`src/rtl/ks_sub_pipe_if.sv`:
```
// Operand/result handshake bundle for the pipelined Kogge-Stone subtractor.
// The slave side is the subtractor; the master side is the producer/consumer pair around it.
interface ks_sub_pipe_if #(
    parameter int WIDTH = 4
);
    logic             in_valid;
    logic             in_ready;
    logic [WIDTH-1:0] a;
    logic [WIDTH-1:0] b;
    logic             out_valid;
    logic             out_ready;
    logic [WIDTH-1:0] d;
    logic             borrow;
    logic             zero;
    logic             ovf;

    modport master (
        output in_valid, a, b, out_ready,
        input  in_ready, out_valid, d, borrow, zero, ovf
    );

    modport slave (
        input  in_valid, a, b, out_ready,
        output in_ready, out_valid, d, borrow, zero, ovf
    );
endinterface

```
`src/rtl/ks_sub_pipe.sv`:
```
// Three-stage pipelined Kogge-Stone subtractor: D = A - B via A + ~B + 1,
// with borrow, zero and signed-overflow flags. A single enable stalls every stage.
module ks_sub_pipe #(
    parameter int WIDTH = 4,
    parameter int LOGW  = 2
) (
    input logic          clk,
    input logic          rst_n,
    ks_sub_pipe_if.slave bus
);
    logic             en;
    logic [WIDTH-1:0] bi;
    logic [WIDTH-1:0] p1, g1;
    logic             a_msb1, b_msb1, v1;
    logic [WIDTH:0]   c2;
    logic [WIDTH-1:0] p2;
    logic             a_msb2, b_msb2, v2;
    logic [WIDTH-1:0] d_next;
    logic [WIDTH-1:0] d_q;
    logic             out_valid_q, borrow_q, zero_q, ovf_q;
    logic [WIDTH-1:0] gl [LOGW+1];
    logic [WIDTH-1:0] pl [LOGW];

    assign en            = bus.out_ready | ~out_valid_q;
    assign bus.in_ready  = en;
    assign bus.out_valid = out_valid_q;
    assign bus.d         = d_q;
    assign bus.borrow    = borrow_q;
    assign bus.zero      = zero_q;
    assign bus.ovf       = ovf_q;

    assign bi = ~bus.b;

    always_ff @(posedge clk or negedge rst_n) begin
        if (!rst_n) begin
            p1     <= '0;
            g1     <= '0;
            a_msb1 <= 1'b0;
            b_msb1 <= 1'b0;
            v1     <= 1'b0;
        end else if (en) begin
            p1     <= bus.a ^ bi;
            g1     <= bus.a & bi;
            a_msb1 <= bus.a[WIDTH-1];
            b_msb1 <= bus.b[WIDTH-1];
            v1     <= bus.in_valid;
        end
    end

    // Carry-in of 1 is folded into bit 0, so bit 0 already holds G[0..0] incl. carry-in.
    assign gl[0] = {g1[WIDTH-1:1], g1[0] | p1[0]};
    assign pl[0] = p1;

    for (genvar k = 0; k < LOGW; k++) begin : g_level
        localparam int S = 1 << k;
        for (genvar i = 0; i < WIDTH; i++) begin : g_bit
            if (i >= S) begin : g_combine
                assign gl[k+1][i] = gl[k][i] | (pl[k][i] & gl[k][i-S]);
                if (k + 1 < LOGW) begin : g_prop
                    assign pl[k+1][i] = pl[k][i] & pl[k][i-S];
                end
            end else begin : g_pass
                assign gl[k+1][i] = gl[k][i];
                if (k + 1 < LOGW) begin : g_prop
                    assign pl[k+1][i] = pl[k][i];
                end
            end
        end
    end

    always_ff @(posedge clk or negedge rst_n) begin
        if (!rst_n) begin
            c2     <= '0;
            p2     <= '0;
            a_msb2 <= 1'b0;
            b_msb2 <= 1'b0;
            v2     <= 1'b0;
        end else if (en) begin
            c2     <= {gl[LOGW], 1'b1};
            p2     <= p1;
            a_msb2 <= a_msb1;
            b_msb2 <= b_msb1;
            v2     <= v1;
        end
    end

    assign d_next = p2 ^ c2[WIDTH-1:0];

    always_ff @(posedge clk or negedge rst_n) begin
        if (!rst_n) begin
            d_q         <= '0;
            borrow_q    <= 1'b0;
            zero_q      <= 1'b0;
            ovf_q       <= 1'b0;
            out_valid_q <= 1'b0;
        end else if (en) begin
            d_q         <= d_next;
            borrow_q    <= ~c2[WIDTH];
            zero_q      <= (d_next == '0);
            ovf_q       <= (a_msb2 ^ b_msb2) & (d_next[WIDTH-1] ^ a_msb2);
            out_valid_q <= v2;
        end
    end
endmodule

```
`src/flat_wrapper.sv`:
```
// flat-port wrapper written by rule: the top's interface ports become plain ports
module ks_sub_pipe_flat 
#(
    parameter int WIDTH = 4,
    parameter int LOGW  = 2
)
  (clk, rst_n, bus_in_valid, bus_a, bus_b, bus_out_ready, bus_in_ready, bus_out_valid, bus_d, bus_borrow, bus_zero, bus_ovf);
  ks_sub_pipe_if #(.WIDTH(WIDTH)) bus_i ();
  input logic clk;
  input logic rst_n;
  input wire logic [$bits(bus_i.in_valid)-1:0] bus_in_valid;
  input wire logic [$bits(bus_i.a)-1:0] bus_a;
  input wire logic [$bits(bus_i.b)-1:0] bus_b;
  input wire logic [$bits(bus_i.out_ready)-1:0] bus_out_ready;
  output wire logic [$bits(bus_i.in_ready)-1:0] bus_in_ready;
  output wire logic [$bits(bus_i.out_valid)-1:0] bus_out_valid;
  output wire logic [$bits(bus_i.d)-1:0] bus_d;
  output wire logic [$bits(bus_i.borrow)-1:0] bus_borrow;
  output wire logic [$bits(bus_i.zero)-1:0] bus_zero;
  output wire logic [$bits(bus_i.ovf)-1:0] bus_ovf;
  assign bus_i.in_valid = bus_in_valid;
  assign bus_i.a = bus_a;
  assign bus_i.b = bus_b;
  assign bus_i.out_ready = bus_out_ready;
  assign bus_in_ready = bus_i.in_ready;
  assign bus_out_valid = bus_i.out_valid;
  assign bus_d = bus_i.d;
  assign bus_borrow = bus_i.borrow;
  assign bus_zero = bus_i.zero;
  assign bus_ovf = bus_i.ovf;
  ks_sub_pipe #(.WIDTH(WIDTH), .LOGW(LOGW)) u_core (.clk(clk), .rst_n(rst_n), .bus(bus_i));
endmodule
```
`config.mk`:
```
export PLATFORM = sky130hd
export DESIGN_NAME = ks_sub_pipe_flat
export DESIGN_NICKNAME = d
export VERILOG_FILES = /design/src/rtl/ks_sub_pipe_if.sv /design/src/rtl/ks_sub_pipe.sv /design/src/flat_wrapper.sv
export SDC_FILE = /design/constraint.sdc
export NUM_CORES = 1
export LEC_CHECK = 0
export CORE_MARGIN = 3
export CORE_UTILIZATION = 58
export CTS_BUF_LIST = sky130_fd_sc_hd__clkbuf_8
export DETAILED_ROUTE_END_ITERATION = 12
export GPL_TIMING_DRIVEN = 1
export PLACE_DENSITY = 0.86
export SETUP_SLACK_MARGIN = 0.5
export SYNTH_ARGS = -nofsm -noshare
export SYNTH_HDL_FRONTEND = slang
export SYNTH_SLANG_ARGS = --single-unit
```
`constraint.sdc`:
```
create_clock -name clk -period 2 [get_ports clk]
set_input_delay 0.4 -clock clk [delete_from_list [all_inputs] [get_ports clk]]
set_output_delay 0.4 -clock clk [all_outputs]
set_load 0.01 [all_outputs]
```
# == Word level (Yosys, flattened, before mapping) ==
# Index checks and enable logic that the tools add are counted.
# totals
reg_bits,31
in_bits,12
wordCells,39
# op_classes
n_bitwise,23
reduce_logical,1
# op_table
op,n
$and A1 B1 Y1,8
$xor A4 B4 Y4,2
$or A1 B1 Y1,7
$and A4 B4 Y4,1
$logic_not A4 Y1,1
$not A4 Y4,1
$not A1 Y1,2
$xor A1 B1 Y1,2

# == Depth between registers and ports, before layout ==
# logic_depth
ltp_word,5
depth_mapped,5
mapped_depth_nobuf,4

# == Worst setup path after synthesis ==
# No wires, ideal clock.
# synth_timing
kind,in2out
from,input bus_out_ready
to,output bus_in_ready
arrival_time_ps,833
path_slack_ps,767
cell_stages,3
cell_sequence,nand2b_1 buf_2 buf_2
# synth_via
elab_chain_len,1
# synth_lines
item,line,text
start: declaration,flat_wrapper.sv:14,input wire logic [$bits(bus_i.out_ready)-1:0] bus_out_ready;
$or A1 B1 Y1,ks_sub_pipe.sv:24,assign en = bus.out_ready | ~out_valid_q;
end: declaration,flat_wrapper.sv:15,output wire logic [$bits(bus_i.in_ready)-1:0] bus_in_ready;
# No other way between the ends.

# == Worst setup path after layout ==
# layout_timing
from,register u_core.out_valid_q (netlist: u_core.bus.out_valid)
to,output bus_out_valid
# layout_lines
item,line,text
start: declaration,ks_sub_pipe.sv:20,"logic out_valid_q, borrow_q, zero_q, ovf_q;"
start signal: assignment,ks_sub_pipe.sv:101,out_valid_q <= v2;
end: declaration,flat_wrapper.sv:16,output wire logic [$bits(bus_i.out_valid)-1:0] bus_out_valid;
# No word-level cell between the ends.

==> results.md <==
| Stage | Parameter | Reported |
| --- | --- | --- |
| clock network | Quantity of gates resized following cts | 12 |
| run | Maximum capacitance violations | 0 |
| die | # IOs | 21 |
| sta | Sum of negative setup slack | 0 ns |
| clock network | Clock net sink count | 31 |
| sta | Number of failing hold endpoints at the final stage | 0 |
| synthesis | Synthesized flop and latch total | 31 |
| worst setup path | Slowest cell on the critical path | sky130_fd_sc_hd__dfrtp_1 |
| clock network | Clock transition at the register clock pins on the worst setup and hold paths after CTS | 0.06 ns |
| clock network | Buffer cell driving the clock tree root | sky130_fd_sc_hd__clkbuf_8 |
| sta | Final worst path period need | 1.37 ns |
| min path | Class of the most critical hold timing path | flip-flop to flip-flop |
| sta | Slew at the pin closest to its max-slew limit | 0.373 ns |
| worst setup path | CP top delay family | flip-flops |
| synthesis | Yosys warns | 0 |
| worst setup path | WP data arrival | 0.97 ns |
| place | Post-place setup slack | 0.0372 ns |
| clock network | Hold Buf Count CTS | 0 |
| synthesis | Main flop type after synthesis | sky130_fd_sc_hd__dfrtp_1 |
| synthesis | Biggest area consumer among synthesized cells | sky130_fd_sc_hd__dfrtp_1 |
| synthesis | Cell count after synthesis | 101 |
| detailed routing | Average vias per placed instance | 5.34 |
| synthesis | Synthesized cell area | 0.00130 mm² |
| worst setup path | Number of cells traversed by the worst register-to-register path | 3 |
| sta | Final setup vio count | 0 |
| synthesis | Top cell types by occurrence after synthesis | 31 x sky130_fd_sc_hd__dfrtp_1, 18 x sky130_fd_sc_hd__mux2_2, 10 x sky130_fd_sc_hd__nor2_1, 8 x sky130_fd_sc_hd__a21oi_1, 6 x sky130_fd_sc_hd__inv_1 |
| synthesis | Library cells used by synthesis | 20 |
| global routing | Antenna violations before repair | 0 |
| worst setup path | Sum of buffers and inverters on the critical path | 1 |
| synthesis | Synth top area share | 59.6% |
| global routing | Global-route wire length before repair | 3550 µm |
| sta | Headroom to the max-slew limit | 75.1% |
| power | Power Density | 1230 mW/mm² |
| global routing | Pin count of the biggest net entering global routing | 42 |
| clock network | Number of buffers inserted during clock tree synthesis | 5 |
| synthesis | Count of flip-flops with a built-in enable after synthesis | 0 |
| die | Die outline width | 53.4 µm |
| detailed routing | Routed wire length per instance | 13.6 µm |
| cells and area | Post-synthesis to final-layout area growth | 23.6% |
| power | Worst IR drop on VDD | 1020 µV |
| detailed routing | Number of vias after detailed routing | 812 |
| worst setup path | Data required, critical path | 1.60 ns |
| power | Power Total | 1990 µW |
| place | Number of buffers added on ports | 20 |
| worst setup path | Cell-by-cell trace of the critical path | dlygate4sd2_1 |
| global routing | All-Layer GR Usage | 18.6% |
| detailed routing | Number of antenna-violating nets in the routed design | 0 |
| die | # rows | 16 |
| sta | Number of pins with negative max-slew slack in the final report | 0 |
| worst setup path | Critical path startpoint category | flip-flop |
| sta | Highest achievable clock rate | 728 MHz |
| place | GPL Wtd Cong | 0.659 |
| synthesis | Share of async-settable or async-resettable flops after synthesis | 100% |
| worst setup path | Maximum single-stage delay on the critical path | 0.41 ns |
| power | Total leakage power | 0.000747 µW |
| clock network | Maximum buffer depth of the clock tree | 2 |
| worst setup path | Crit end category | output pin |
| synthesis | Sequential cell area fraction in the yosys report | 59.6% |
| sta | Worst clock skew | 0.00216 ns |
| cells and area | Layout cell share with drive strength beyond 1 | 24.8% |
| worst setup path | Worst-case register-to-register setup slack | 0.74 ns |
| die | Area of the die | 0.00285 mm² |
| clock network | Htree depth | 2 |
| clock network | Number of buffers added for setup after CTS | 0 |
| global routing | Via count of the first global-routing pass | 830 |
| detailed routing | Pre-Repair DR Iteration Count | 4 |
| die | Height of the die | 53.4 µm |
| synthesis | Top cells by area in the synthesized netlist | sky130_fd_sc_hd__dfrtp_1 60%, sky130_fd_sc_hd__mux2_2 16%, sky130_fd_sc_hd__ha_1 3.8% |
| detailed routing | Total routed wirelength | 2070 µm |
| sta | Final WS setup | 0.627 ns |
| worst setup path | Highest net fanout along the worst path | 2 |
| sta | Final period util | 68.6% |
| worst setup path | Critical path start-end classification | flip-flop to output pin |
| die | Initial cell density of the core | 63.8% |
| synthesis | Avg Inst Size Synth | 12.9 µm² |
| synthesis | Net count after synthesis | 117 |
| cells and area | Final net count | 141 |
| global routing | Total grt overflow | 0 |
| detailed routing | DRC errors left | 0 |
| min path | Min-Delay Path Depth | 1 |
| detailed routing | First-iteration detailed-routing DRC count | 3 |
| die | Placeable Area | 0.00204 mm² |
| place | HPWL Detailed | 1470 µm |
| run status | Status | completed |
| synthesis | Most common cell in the synthesized netlist | sky130_fd_sc_hd__dfrtp_1 |
| clock network | CTS tree | done |
| sta | Unrepaired setup endpoints after global routing | false |
| worst setup path | Number of logic stages on the critical path including buffering | 1 |
| clock network | Worst-Skew Late Latency | 0.27 ns |
| cells and area | Antenna fix cells | 0 |
area by class of cell:
class / count / area [µm²]
Sequential cell: 31 / 776
Timing Repair Buffer: 22 / 216
Tap cell: 27 / 33.8
Inverter: 6 / 22.5
Clock buffer: 6 / 82.6
Fill cell: 138 / 432
Clock inverter: 1 / 5.00
Multi-Input combinational cell: 59 / 474
per-layer routing:
layer  GRT usage, %  share of wire [%]  vias to the layer above
li1               -                  -                      391
met1           19.5                 41                      396
met2           30.4                 51                       23
met3           7.89                6.2                        2
met4           11.5                1.2                        0
met5              0                  0                        -
flip-flops by register name, summed over array words and instances, names as in the netlist, 4 cells and up:
| signal | flops |
|---|---|
| u_core.p1 | 4 |
| u_core.g1 | 4 |
| u_core.p2 | 4 |
| u_core.c2 | 5 |
| u_core.bus.d | 4 |
path summary, 6_finish.rpt:
| kind | from | endpoint |
|---|---|---|
| max | u_core.bus.out_valid | bus_out_valid |
| min | u_core.v2 | u_core.bus.out_valid |
| max reg2reg | u_core.bus.out_valid | u_core.g1[0] |
| min reg2reg | u_core.v2 | u_core.bus.out_valid |
| max in group asynchronous | rst_n | u_core.p1[0] |
| min in group asynchronous | rst_n | u_core.bus.zero |
kinds of logic (layout without fill, tap and decap cells):
| family | count (synthesis) | after routing | share of synthesized area [%] |
|---|---|---|---|
| compound gates | 14 | 14 | 6.15 |
| xor+xnor | 4 | 4 | 2.69 |
| fa+ha+maj | 4 | 4 | 3.84 |
| buf+inv | 11 | 35 | 4.61 |
| flops | 31 | 31 | 59.6 |
| mux | 19 | 19 | 16.3 |
| simple gates | 18 | 18 | 6.82 |
metrics by stage:
stage,utilization [%],instance area (µm²),std cells,hold slack (ns)
final,78.9,1610,152,0.465
after global routing,78.9,1610,152,0.483
after CTS,78.4,1600,152,0.468
after detailed placement,74.1,1510,145,0.453
after global placement,74.1,1510,145,0.426
after floorplan,-,1300,101,0.104
cell usage in the layout, fill, tap and decap left out, types with 2 or more instances in the layout:
| cell | n |
|---|---|
| sky130_fd_sc_hd__o21ai_0 | 2 |
| sky130_fd_sc_hd__mux2_2 | 18 |
| sky130_fd_sc_hd__xnor2_1 | 4 |
| sky130_fd_sc_hd__dlygate4sd2_1 | 8 |
| sky130_fd_sc_hd__nor2_1 | 10 |
| sky130_fd_sc_hd__clkdlybuf4s50_1 | 10 |
| sky130_fd_sc_hd__ha_1 | 4 |
| sky130_fd_sc_hd__inv_1 | 6 |
| sky130_fd_sc_hd__or2_2 | 2 |
| sky130_fd_sc_hd__a21oi_1 | 8 |
| sky130_fd_sc_hd__a31oi_1 | 2 |
| sky130_fd_sc_hd__dfrtp_1 | 31 |
| sky130_fd_sc_hd__clkbuf_8 | 6 |
report_power, final:
part,internal (µW),switching [µW],leakage (µW)
Clock,269,206,0.0000470
Combinational,309,260,0.000338
Sequential,824,120,0.000362
Power figures use the tool's default switching activity.
